File: config.mk
export PLATFORM = sky130hd
export DESIGN_NAME = apb_regfile_completer
export DESIGN_NICKNAME = d
export VERILOG_FILES = /design/src/rtl/apb_pkg.sv /design/src/rtl/apb_regfile_completer.sv
export SDC_FILE = /design/constraint.sdc
export NUM_CORES = 1
export LEC_CHECK = 0
export CAP_MARGIN = 10
export CORE_ASPECT_RATIO = 0.75
export CORE_UTILIZATION = 47
export CTS_BUF_LIST = sky130_fd_sc_hd__clkbuf_8
export DETAILED_ROUTE_END_ITERATION = 10
export GPL_ROUTABILITY_DRIVEN = 0
export GPL_TIMING_DRIVEN = 0
export PLACE_DENSITY = 0.88
export SLEW_MARGIN = 25
export SYNTH_ARGS = -nofsm -noshare
export SYNTH_HDL_FRONTEND = slang
export SYNTH_SLANG_ARGS = --single-unit
File: constraint.sdc
create_clock -name pclk -period 2 [get_ports pclk]
set_input_delay 0.4 -clock pclk [delete_from_list [all_inputs] [get_ports pclk]]
set_output_delay 0.4 -clock pclk [all_outputs]
set_load 0.01 [all_outputs]
File: src/rtl/apb_pkg.sv
// Shared APB completer definitions: FSM state encoding and strobe-width helper.
// Pure declarations; no timing or backpressure of its own.
package apb_pkg;

    typedef enum logic [1:0] {
        IDLE = 2'd0,
        WAIT = 2'd1,
        RESP = 2'd2
    } apb_state_e;

    function automatic int APB_STRB_W(input int data_width);
        return data_width / 8;
    endfunction

endpackage

File: src/rtl/apb_regfile_completer.sv
// APB4 word register file: NUM_REGS-1 byte-writable registers plus a read-only status word.
// Completes WAIT_CYCLES+1 cycles after setup; the requester is held off by pready only.
module apb_regfile_completer
    import apb_pkg::*;
#(
    parameter int ADDR_WIDTH  = 32,
    parameter int DATA_WIDTH  = 32,
    parameter int NUM_REGS    = 8,
    parameter int WAIT_CYCLES = 0
) (
    input  logic                           pclk,
    input  logic                           presetn,
    input  logic [ADDR_WIDTH-1:0]          paddr,
    input  logic [2:0]                     pprot,
    input  logic                           pnse,
    input  logic                           psel,
    input  logic                           penable,
    input  logic                           pwrite,
    input  logic [DATA_WIDTH-1:0]          pwdata,
    input  logic [DATA_WIDTH/8-1:0]        pstrb,
    output logic                           pready,
    output logic [DATA_WIDTH-1:0]          prdata,
    output logic                           pslverr,
    output logic [NUM_REGS*DATA_WIDTH-1:0] reg_q,
    output logic [NUM_REGS-1:0]            wr_pulse,
    input  logic [DATA_WIDTH-1:0]          status_i
);

    localparam int STRB_W = APB_STRB_W(DATA_WIDTH);
    localparam int OFF_W  = $clog2(STRB_W);
    localparam int SEL_W  = $clog2(NUM_REGS);
    localparam int LAST   = NUM_REGS - 1;

    apb_state_e            state;
    logic [3:0]            cnt;
    logic [SEL_W-1:0]      sel_q;
    logic                  wr_q;
    logic                  err_q;
    logic [DATA_WIDTH-1:0] regs [NUM_REGS-1];

    logic [ADDR_WIDTH-1:0] word_idx;
    logic                  misaligned;
    logic                  out_of_range;
    logic [SEL_W-1:0]      setup_sel;
    logic                  setup_err;
    logic [DATA_WIDTH-1:0] rd_val;
    logic                  unused_apb;

    // Protection and security attributes carry no meaning for this block.
    assign unused_apb = ^{pprot, pnse};

    assign word_idx     = paddr >> OFF_W;
    assign misaligned   = |(paddr & ADDR_WIDTH'(STRB_W - 1));
    assign out_of_range = (word_idx >= ADDR_WIDTH'(NUM_REGS));
    assign setup_sel    = word_idx[SEL_W-1:0];

    // Errors are decided at setup, while the address phase is guaranteed stable.
    assign setup_err = out_of_range
                     | misaligned
                     | (pwrite && (setup_sel == SEL_W'(LAST)))
                     | (!pwrite && (|pstrb));

    always_ff @(posedge pclk or negedge presetn) begin
        if (!presetn) begin
            state    <= IDLE;
            cnt      <= '0;
            sel_q    <= '0;
            wr_q     <= 1'b0;
            err_q    <= 1'b0;
            pready   <= 1'b0;
            pslverr  <= 1'b0;
            wr_pulse <= '0;
            for (int i = 0; i < NUM_REGS - 1; i++) begin
                regs[i] <= '0;
            end
        end else begin
            wr_pulse <= '0;
            case (state)
                IDLE: begin
                    pready  <= 1'b0;
                    pslverr <= 1'b0;
                    if (psel && !penable) begin
                        sel_q <= setup_sel;
                        wr_q  <= pwrite;
                        err_q <= setup_err;
                        cnt   <= 4'(WAIT_CYCLES);
                        if (WAIT_CYCLES == 0) begin
                            state   <= RESP;
                            pready  <= 1'b1;
                            pslverr <= setup_err;
                        end else begin
                            state <= WAIT;
                        end
                    end
                end
                WAIT: begin
                    if (!psel) begin
                        state <= IDLE;
                        cnt   <= '0;
                    end else begin
                        cnt <= cnt - 4'd1;
                        if (cnt == 4'd1) begin
                            state   <= RESP;
                            pready  <= 1'b1;
                            pslverr <= err_q;
                        end
                    end
                end
                RESP: begin
                    state   <= IDLE;
                    pready  <= 1'b0;
                    pslverr <= 1'b0;
                    // A requester that dropped psel has abandoned the transfer.
                    if (psel && wr_q && !err_q) begin
                        for (int k = 0; k < STRB_W; k++) begin
                            if (pstrb[k]) begin
                                regs[sel_q][k*8 +: 8] <= pwdata[k*8 +: 8];
                            end
                        end
                        wr_pulse[sel_q] <= 1'b1;
                    end
                end
                default: begin
                    state   <= IDLE;
                    pready  <= 1'b0;
                    pslverr <= 1'b0;
                end
            endcase
        end
    end

    assign rd_val = (sel_q == SEL_W'(LAST)) ? status_i : regs[sel_q];

    // Read data is live so the status word reflects the completion cycle itself.
    assign prdata = (state == RESP && pready && !wr_q && !err_q) ? rd_val : '0;

    for (genvar i = 0; i < NUM_REGS - 1; i++) begin : g_reg_q
        assign reg_q[i*DATA_WIDTH +: DATA_WIDTH] = regs[i];
    end
    assign reg_q[LAST*DATA_WIDTH +: DATA_WIDTH] = status_i;

endmodule

# After elaboration in Yosys (flattened, before gate mapping)
# Cells that the tools add are included.
# W data, S select, Z words.
# word_totals
ff_bits,245
# op_classes
add_sub_neg,1
n_lt_le_gt_ge,5
eq_ne,9
mux,46
bitwise_logic,4
reduce_logical,23
# ops
cell,n
$mux W224,10
$bwmux W224,4
$demux W32 S3,4
$mux W32,5
$bmux W32 S3,1
$ge A30 B4 Y1 const B,1
$mux W24,1
$mux W8,3
$mux W16,1
$logic_and A1 B1 Y1,10
$reduce_and A2 Y1,5
$mux W4,2
$pmux W4 S2,1
$mux W1,7
$eq A3 B3 Y1 const B,2
$mux W2,3
$ne A2 B2 Y1 const B,3
$eq A4 B1 Y1 const B,1
$ge A4 B4 Y1 const B,1
$logic_not A1 Y1,4
$lt A3 B4 Y1 const B,1
$lt A4 B1 Y1 const B,1
$not A3 Y4,1
$pmux W1 S2,2
other kinds (12),14

# Logic depth before layout (Yosys ltp)
# Gate-level depths: netlist (run 1).
# logic_depth
depth_word,19
ltp_mapped,7
depth_no_buf,4

# Least setup slack after synthesis (run 1)
# No wires, ideal clock.
# synth_timing
path_type,reg2out
from,reg sel_q[1]
to,out prdata[0]
arrival_time_ps,1555
required_ps,1600
slack_ps,45
stages_incl_launch_ff,7
path_buffers,2
cell_sequence,dfrtp_1 buf_4 and2_1 nand2_1 clkbuf_1 o21ai_0 a211oi_1
# synth_between
elab_chain_cells,6
word_cells_on_any_way,7
cone_classes,eq/ne: 1; mux: 5; bitwise: 1
# synth_lines
element,line_no,rtl
"start, declared",apb_regfile_completer.sv:36,logic [SEL_W-1:0] sel_q;
"start signal, assigned",apb_regfile_completer.sv:83,sel_q <= setup_sel;
$not A3 Y4 (not written as such),apb_regfile_completer.sv:132,assign rd_val = (sel_q == SEL_W'(LAST)) ? status_i : regs[sel_q];
$bmux W32 S3,apb_regfile_completer.sv:132,
$mux W32 (not written as such) (2 in series),apb_regfile_completer.sv:132,
$mux W32 (*),apb_regfile_completer.sv:132,
$mux W32 (*),apb_regfile_completer.sv:135,assign prdata = (state == RESP && pready && !wr_q && !err_q) ? rd_val : '0;
"end, declared",apb_regfile_completer.sv:22,"output logic [DATA_WIDTH-1:0] prdata,"
# Every way passes the cells marked *; elsewhere a longest branch is shown, timed or not. The select of a mux whose other input is x is not followed.

# Final worst setup path (run 1)
# layout_timing
from,reg sel_q[0]
to,out prdata[6]
# The elaborated chain is that of the path after synthesis.

==> metrics, run 1 <==
sequential element share of the synthesized area=51.9%; Synth warnings=0; CP max-delay cell=dfrtp_2; share of layout cells above drive strength 1=40.9%; post-route core utilization=75.3%; Die Footprint=25200 um2; crit path DAT=2.27 ns; Starting Density=48.1%; Crit. End Element=primary output; wire per inst=28.4 um; Placed Area=16100 um2; unrepaired setup endpoints after global routing=yes; Achievable Freq=374 MHz; Post-synth EDFFs=0; Clock Tree Buf Depth=3; Post-Synthesis Cells=884; Syn Area/Cell=13.1 um2; crit-path cells=buf_8 > buf_12 > and2b_4 > buf_6 > a22oi_2 > o221ai_1 > o211a_1 > buf_2; slew at the pin with the worst max-slew slack=0.660 ns; DR vias/cell=5.93; I/O Buffers=402; Max VDD drop=0.000498 V; CTS sink count=240; Top-Level Pins=407; total gr overflow=0; GRT Total Usage=38.3%; 1st-iter DRT viols=639; dpl ws=-1.39 ns; global-route track usage on met3=11.3%; Largest stage delay, worst path=0.46 ns; top cell type's share of synthesized area=51.9%; critical path's top delay family=buffers and inverters; largest net degree at the start of global routing=94; clk_lat worst skew=0.55 ns; P_leak=8.62 nW; Vias=10.2k; CTS Buf Count=38; WP buf/inv=4; antenna violations before repair=2; CP Data Required Time=1.60 ns; critical path fanouts, max=6; Mapped Nets=993; core footprint=24000 um2; worst clock skew=0.0407 ns; Post-synth ARST share=100%; Finish-stage setup viols=49; Final Hold Violating Endpoints=0; number of H-tree levels=2; max cap viols=0; DRT antenna net count=0; drc violations=0; most frequent cell after synthesis=mux2_2; first-pass GRT wire length=69.2 mm; M2 GR Usage=60.8%; nets=1476; WHS=0.432 ns; Critical Setup Path Class=flop to primary output; Synth top cells by count=mux2_2 (243), dfrtp_1 (240), nand2_1 (46), buf_4 (40), nor2_1 (33); area leader, netlist=dfrtp_1; chip height=138 um; CTS root buf=clkbuf_8; Most used DFF post-synth=dfrtp_1; CTS clk-pin slew, worst paths=0.07 ns; synth-to-layout area growth=56.4%; violated checks=negative setup slack; fin. max-slew vios=0; Hold Path Class=input pin to async pin; setup total negative slack=-18.05 ns; status=finished with violations; post-synthesis cell type count=42; synthesized area=11600 um2; Final Cycle Share=134%; Worst setup SP type=flop; CTS tree=built; fin crit period=2.67 ns; vias in the first global route=10.5k; Area contributors post-synth=dfrtp_1 (52%), mux2_2 (24%), buf_4 (2.6%); slew margin rel.=55.8%; die width=183 um; HPWL reported at the end of detailed placement=32.3 mm; Yosys reg bits=240; PD cells=638 nW/um2; setup ws final=-0.670 ns; TritonRoute pass-1 iters=5; grt met1 use=48.9%; num rows=49; global-route layer with the greatest usage=met2; Finished Cell Area=18100 um2; final WL=48.7 mm
through the flow:
| step | instances | power (mW) |
|---|---|---|
| final | 1714 | 11.5 |
| after global routing | 1713 | 11.9 |
| after CTS | 1708 | 11.4 |
| after detailed placement | 1619 | 6.95 |
| after global placement | 1617 | 6.92 |
| after floorplan | 884 | 5.87 |
final timing paths:
| check | startpoint | to | slack (ns) | cells past startpoint |
|---|---|---|---|---|
| worst max-delay path | sel_q[0] | prdata[6] | -0.67 | 8 |
| worst min-delay path | presetn | reg_q[206] | 0.43 | 2 |
| max in group asynchronous | presetn | reg_q[192] | 0.31 | 4 |
| worst max register to register | sel_q[1] | reg_q[119] | -0.04 | 6 |
| min in group pclk | penable | state[1] | 0.50 | 2 |
| worst min register to register | reg_q[176] | reg_q[176] | 0.53 | 1 |
registers in the layout, summed over array words and instances, names as in the netlist:
signal / flops
reg_q: 224
wr_pulse: 8
sel_q: 3
err_q: 1
pready: 1
pslverr: 1
state: 1
wr_q: 1
cell families after synthesis:
| group | after synthesis | synth area share, % |
|---|---|---|
| DFF | 240 | 51.9 |
| muxes | 287 | 28.4 |
| and+or+nand+nor | 140 | 6.59 |
| AOI/OAI and AO/OA | 137 | 9.02 |
| buffers and inverters | 80 | 4.05 |
cell type report:
cell class / count / area [um2]
clock inverter: 13 / 55.1
sequential: 240 / 6010
inverter: 5 / 18.8
tap: 331 / 414
fill: 1567 / 5940
timing repair buffer: 446 / 4530
buffer: 72 / 858
clock buffer: 42 / 578
multi-input combinational: 564 / 5630
antenna: 1 / 2.50
repair_timing:
action / CTS / global route
hold buffers: 1 / 0
gates cloned: 7 / 0
pin swaps: 31 / 27
endpoints found under the setup margin: 36 / 171
buffers inserted: 27 / 8
gates resized for setup: 366 / 62
endpoints found under the hold margin: 70 / 0
layer usage:
metal  share of wire, %  vias to the layer above  routed length, um
li1                   -                     4236                  -
met1                 40                     5182              19200
met2                 46                      616              22600
met3                 10                      130               5000
met4                3.8                        0               1850
met5                  0                        -                  0
power by group:
| group | leakage (nW) | internal, mW | switching [mW] |
|---|---|---|---|
| combinational | 4.93 | 1.26 | 1.54 |
| clock | 0.363 | 1.89 | 1.88 |
| sequential | 3.33 | 4.91 | 0.0623 |
| total | 8.62 | 8.06 | 3.49 |
cell usage in the layout, fill, tap and decap left out, types with 7 or more instances in the layout:
| cell type | n |
|---|---|
| nor2_1 | 24 |
| o221a_2 | 20 |
| nor2_2 | 9 |
| buf_6 | 30 |
| nor4_1 | 7 |
| buf_8 | 10 |
| mux2i_1 | 26 |
| inv_1 | 15 |
| nand2_2 | 9 |
| o21ai_0 | 17 |
| nand2_1 | 29 |
| nand2_4 | 19 |
| mux2_2 | 229 |
| clkbuf_8 | 47 |
| buf_4 | 58 |
| a22oi_2 | 16 |
| mux2_1 | 8 |
| buf_12 | 12 |
| o2bb2ai_1 | 14 |
| o21a_1 | 10 |
| buf_2 | 18 |
| clkbuf_16 | 8 |
| clkdlybuf4s50_1 | 363 |
| mux2_4 | 14 |
| o21ai_1 | 9 |
| o22ai_1 | 8 |
| mux4_2 | 8 |
| dfrtp_1 | 238 |
worst register-to-register path: stages, from the launching register on:
cell and delay [ns]:
dfrtp_2 0.44, buf_6 0.17, buf_4 0.18, nand2_1 0.12, nor2_2 0.37, nand2_2 0.29
mux2_2 0.36
No activity file was read; power rests on OpenSTA's default activity.
==> run 2: changes to the inputs <==
--- a/config.mk
+++ b/config.mk
@@ -7,12 +7,12 @@
 export LEC_CHECK = 0
 export CAP_MARGIN = 10
 export CORE_ASPECT_RATIO = 0.75
-export CORE_UTILIZATION = 47
+export CORE_UTILIZATION = 51
 export CTS_BUF_LIST = sky130_fd_sc_hd__clkbuf_8
 export DETAILED_ROUTE_END_ITERATION = 10
 export GPL_ROUTABILITY_DRIVEN = 0
 export GPL_TIMING_DRIVEN = 0
-export PLACE_DENSITY = 0.88
+export PLACE_DENSITY = 0.94
 export SLEW_MARGIN = 25
 export SYNTH_ARGS = -nofsm -noshare
 export SYNTH_HDL_FRONTEND = slang
==> constraint.sdc (replaced) <==
create_clock -name pclk -period 3.2 [get_ports pclk]
set_input_delay 0.64 -clock pclk [delete_from_list [all_inputs] [get_ports pclk]]
set_output_delay 0.64 -clock pclk [all_outputs]
set_load 0.01 [all_outputs]
==> metrics, run 2 (synthesis gave the netlist of run 1 again) <==
status=finished clean (was finished with violations); Crit. End Element=primary output (unchanged); synth-to-layout area growth=49.0% (was 56.4%); Worst setup SP type=flop (unchanged); Cell Int Power=5.05 mW (was 8.06 mW); HPWL reported at the end of detailed placement=31.8 mm (was 32.3 mm); CP max-delay cell=clkdlybuf4s50_1 (was dfrtp_2); fin crit period=3.18 ns; largest net degree at the start of global routing=97 (was 94); Net Sw Frac=29.6% (was 30.2%); final WL=46.4 mm (was 48.7 mm); TritonRoute pass-1 iters=5 (unchanged); CTS Buf Count=40 (was 38); Largest stage delay, worst path=0.54 ns (was 0.46 ns); Sw Pwr=2.12 mW (was 3.49 mW); commonest non-fill, non-tap cells in the layout=clkdlybuf4s50_1 (378), mux2_2 (243), dfrtp_1 (238), clkbuf_8 (57), nand2_1 (44) (was clkdlybuf4s50_1 (363), dfrtp_1 (238), mux2_2 (229), buf_4 (58), clkbuf_8 (47)); Final Cycle Share=99.5%; die width=176 um (was 183 um); worst clock skew=0.0182 ns (was 0.0407 ns); setup ws final=0.0155 ns (was -0.670 ns); post-route core utilization=77.8% (was 75.3%); CTS clk-pin slew, worst paths=0.06 ns (was 0.07 ns); Vias=10.1k (was 10.2k); clock power share=37.1% (was 32.7%); num rows=47 (was 49); register area=6010 um2 (unchanged); fin. max-slew vios=0 (unchanged); wire per inst=28.0 um (was 28.4 um); antenna violations before repair=1 (was 2); total gr overflow=0 (unchanged); Clock Tree Buf Depth=3 (unchanged); CTS tree=built (unchanged); Flop pwr share=43.3% (was 43.1%); drc violations=0 (unchanged); fill cell count=1386 (was 1567); share of layout cells above drive strength 1=33.6% (was 40.9%); chip height=132 um (was 138 um); Finish-stage setup viols=0 (was 49); core footprint=22200 um2 (was 24000 um2); CP Data Required Time=2.56 ns (was 1.60 ns); critical path fanouts, max=10 (was 6); clk_lat worst skew=0.54 ns (was 0.55 ns); Die Footprint=23300 um2 (was 25200 um2); vias in the first global route=10.4k (was 10.5k); unrepaired setup endpoints after global routing=yes (unchanged); max cap viols=0 (unchanged); slew margin rel.=60.8% (was 55.8%); first-pass GRT wire length=66.7 mm (was 69.2 mm); P_leak=8.24 nW (was 8.62 nW); dpl ws=-0.529 ns (was -1.39 ns); nets=1446 (was 1476); CTS sink count=240 (unchanged); WHS=0.0287 ns (was 0.432 ns); number of H-tree levels=2 (unchanged); GRT Total Usage=39.4% (was 38.3%); I/O Buffers=402 (unchanged); Critical Setup Path Class=flop to primary output (unchanged); crit-path cells=buf_8 > clkinvlp_4 > clkbuf_4 > o22ai_1 > o221a_2 > clkdlybuf4s50_1 (was buf_8 > buf_12 > and2b_4 > buf_6 > a22oi_2 > o221ai_1 > o211a_1 > buf_2); Starting Density=52.2% (was 48.1%); CTS root buf=clkbuf_8 (unchanged); DR vias/cell=6.09 (was 5.93); Hold Path Class=input pin to async pin (unchanged); max FFs per register=224 (unchanged); PD cells=416 nW/um2 (was 638 nW/um2); Achievable Freq=314 MHz; 1st-iter DRT viols=1021 (was 639); DRT antenna net count=0 (unchanged); overall power=7.17 mW (was 11.5 mW); slew at the pin with the worst max-slew slack=0.586 ns (was 0.660 ns); most common cell after layout, fill and taps aside=clkdlybuf4s50_1 (unchanged); Gate power share=19.7% (was 24.3%); Max VDD drop=0.000307 V (was 0.000498 V); Final Hold Violating Endpoints=0 (unchanged); crit path DAT=2.54 ns (was 2.27 ns); Top-Level Pins=407 (unchanged); hold_buf cts=0 (was 1); multi-input logic area=5170 um2 (was 5630 um2)
-- run 2: cell types whose count changed in the layout (fill, tap and decap cells not counted), moves of 10 or more --
cell	change
nand2_4	-17
clkbuf_8	+10
mux2_2	+14
o21ai_0	+10
dlygate4sd2_1	+10
buf_6	-18
nand2_1	+15
a22oi_1	+16
buf_2	-15
clkdlybuf4s50_1	+15
a22oi_2	-16
buf_4	-15
mux2_4	-14
-- run 2: worst paths after layout --
| path | startpoint | endpoint | slack, ns | cells after the start |
|---|---|---|---|---|
| setup / recovery | sel_q[1] | prdata[8] | 0.02 | 6 |
| hold / removal | presetn | reg_q[75] | 0.03 | 1 |
| setup reg to reg | sel_q[0] | reg_q[12] | 1.06 | 5 |
| hold reg to reg | reg_q[221] | reg_q[221] | 0.52 | 1 |
| max in group asynchronous | presetn | sel_q[0] | 2.32 | 2 |
| min in group pclk | reg_q[221] | reg_q[221] | 0.52 | 1 |
-- run 2: final cells by class --
class	instances	share of cell area (%)
well taps	294	2.13
repair buffers	412	24.2
diodes	1	0.0145
multi-input cells	564	30.0
clock buffers	50	3.99
inverters	5	0.131
plain buffers	74	4.26
flip-flops and latches	240	34.9
clock inverters	18	0.436
-- run 2: through the flow --
step            TNS, ns  cells  instance area [um2]
6_report              0   1658                17200
4_1_cts         -0.0196   1653                17100
3_3_place_gp   -2027.42   1580                16000
5_1_grt         -0.0734   1658                17200
3_5_place_dp      -7.37   1582                16000
2_1_floorplan         0    884                11600
-- run 2: power groups by stage --
| stage | sequential, mW | clock [mW] | combinational (mW) |
|---|---|---|---|
| after floorplan | 3.16 | 0 | 0.513 |
| after global placement | 3.15 | 0 | 1.18 |
| after detailed placement | 3.15 | 0 | 1.20 |
| after CTS | 3.10 | 2.66 | 1.34 |
| after global routing | 3.11 | 2.80 | 1.45 |
| final | 3.10 | 2.66 | 1.41 |
-- run 2: timing repair --
action	4_1_cts	5_1_grt
resized for setup	116	33
setup buffers	4	4
endpoints found under the setup margin	32	20
pin swaps	3	2
-- run 2: metal layers --
layer,vias to the layer above,GRT usage (%),share of wire [%],wire length [um]
li1,4178,-,-,-
met1,5141,50.6,38,17800
met2,674,61.9,47,21700
met3,112,12.3,12,5340
met4,0,16.3,3.3,1530
met5,-,0,0,0
-- run 2: worst max-delay path, delay by kind of cell (launching register included) --
kind                   cells  cell delay (ns)
DFF                        1             0.44
buffers and inverters      4             1.17
AOI/OAI and AO/OA          2             0.40
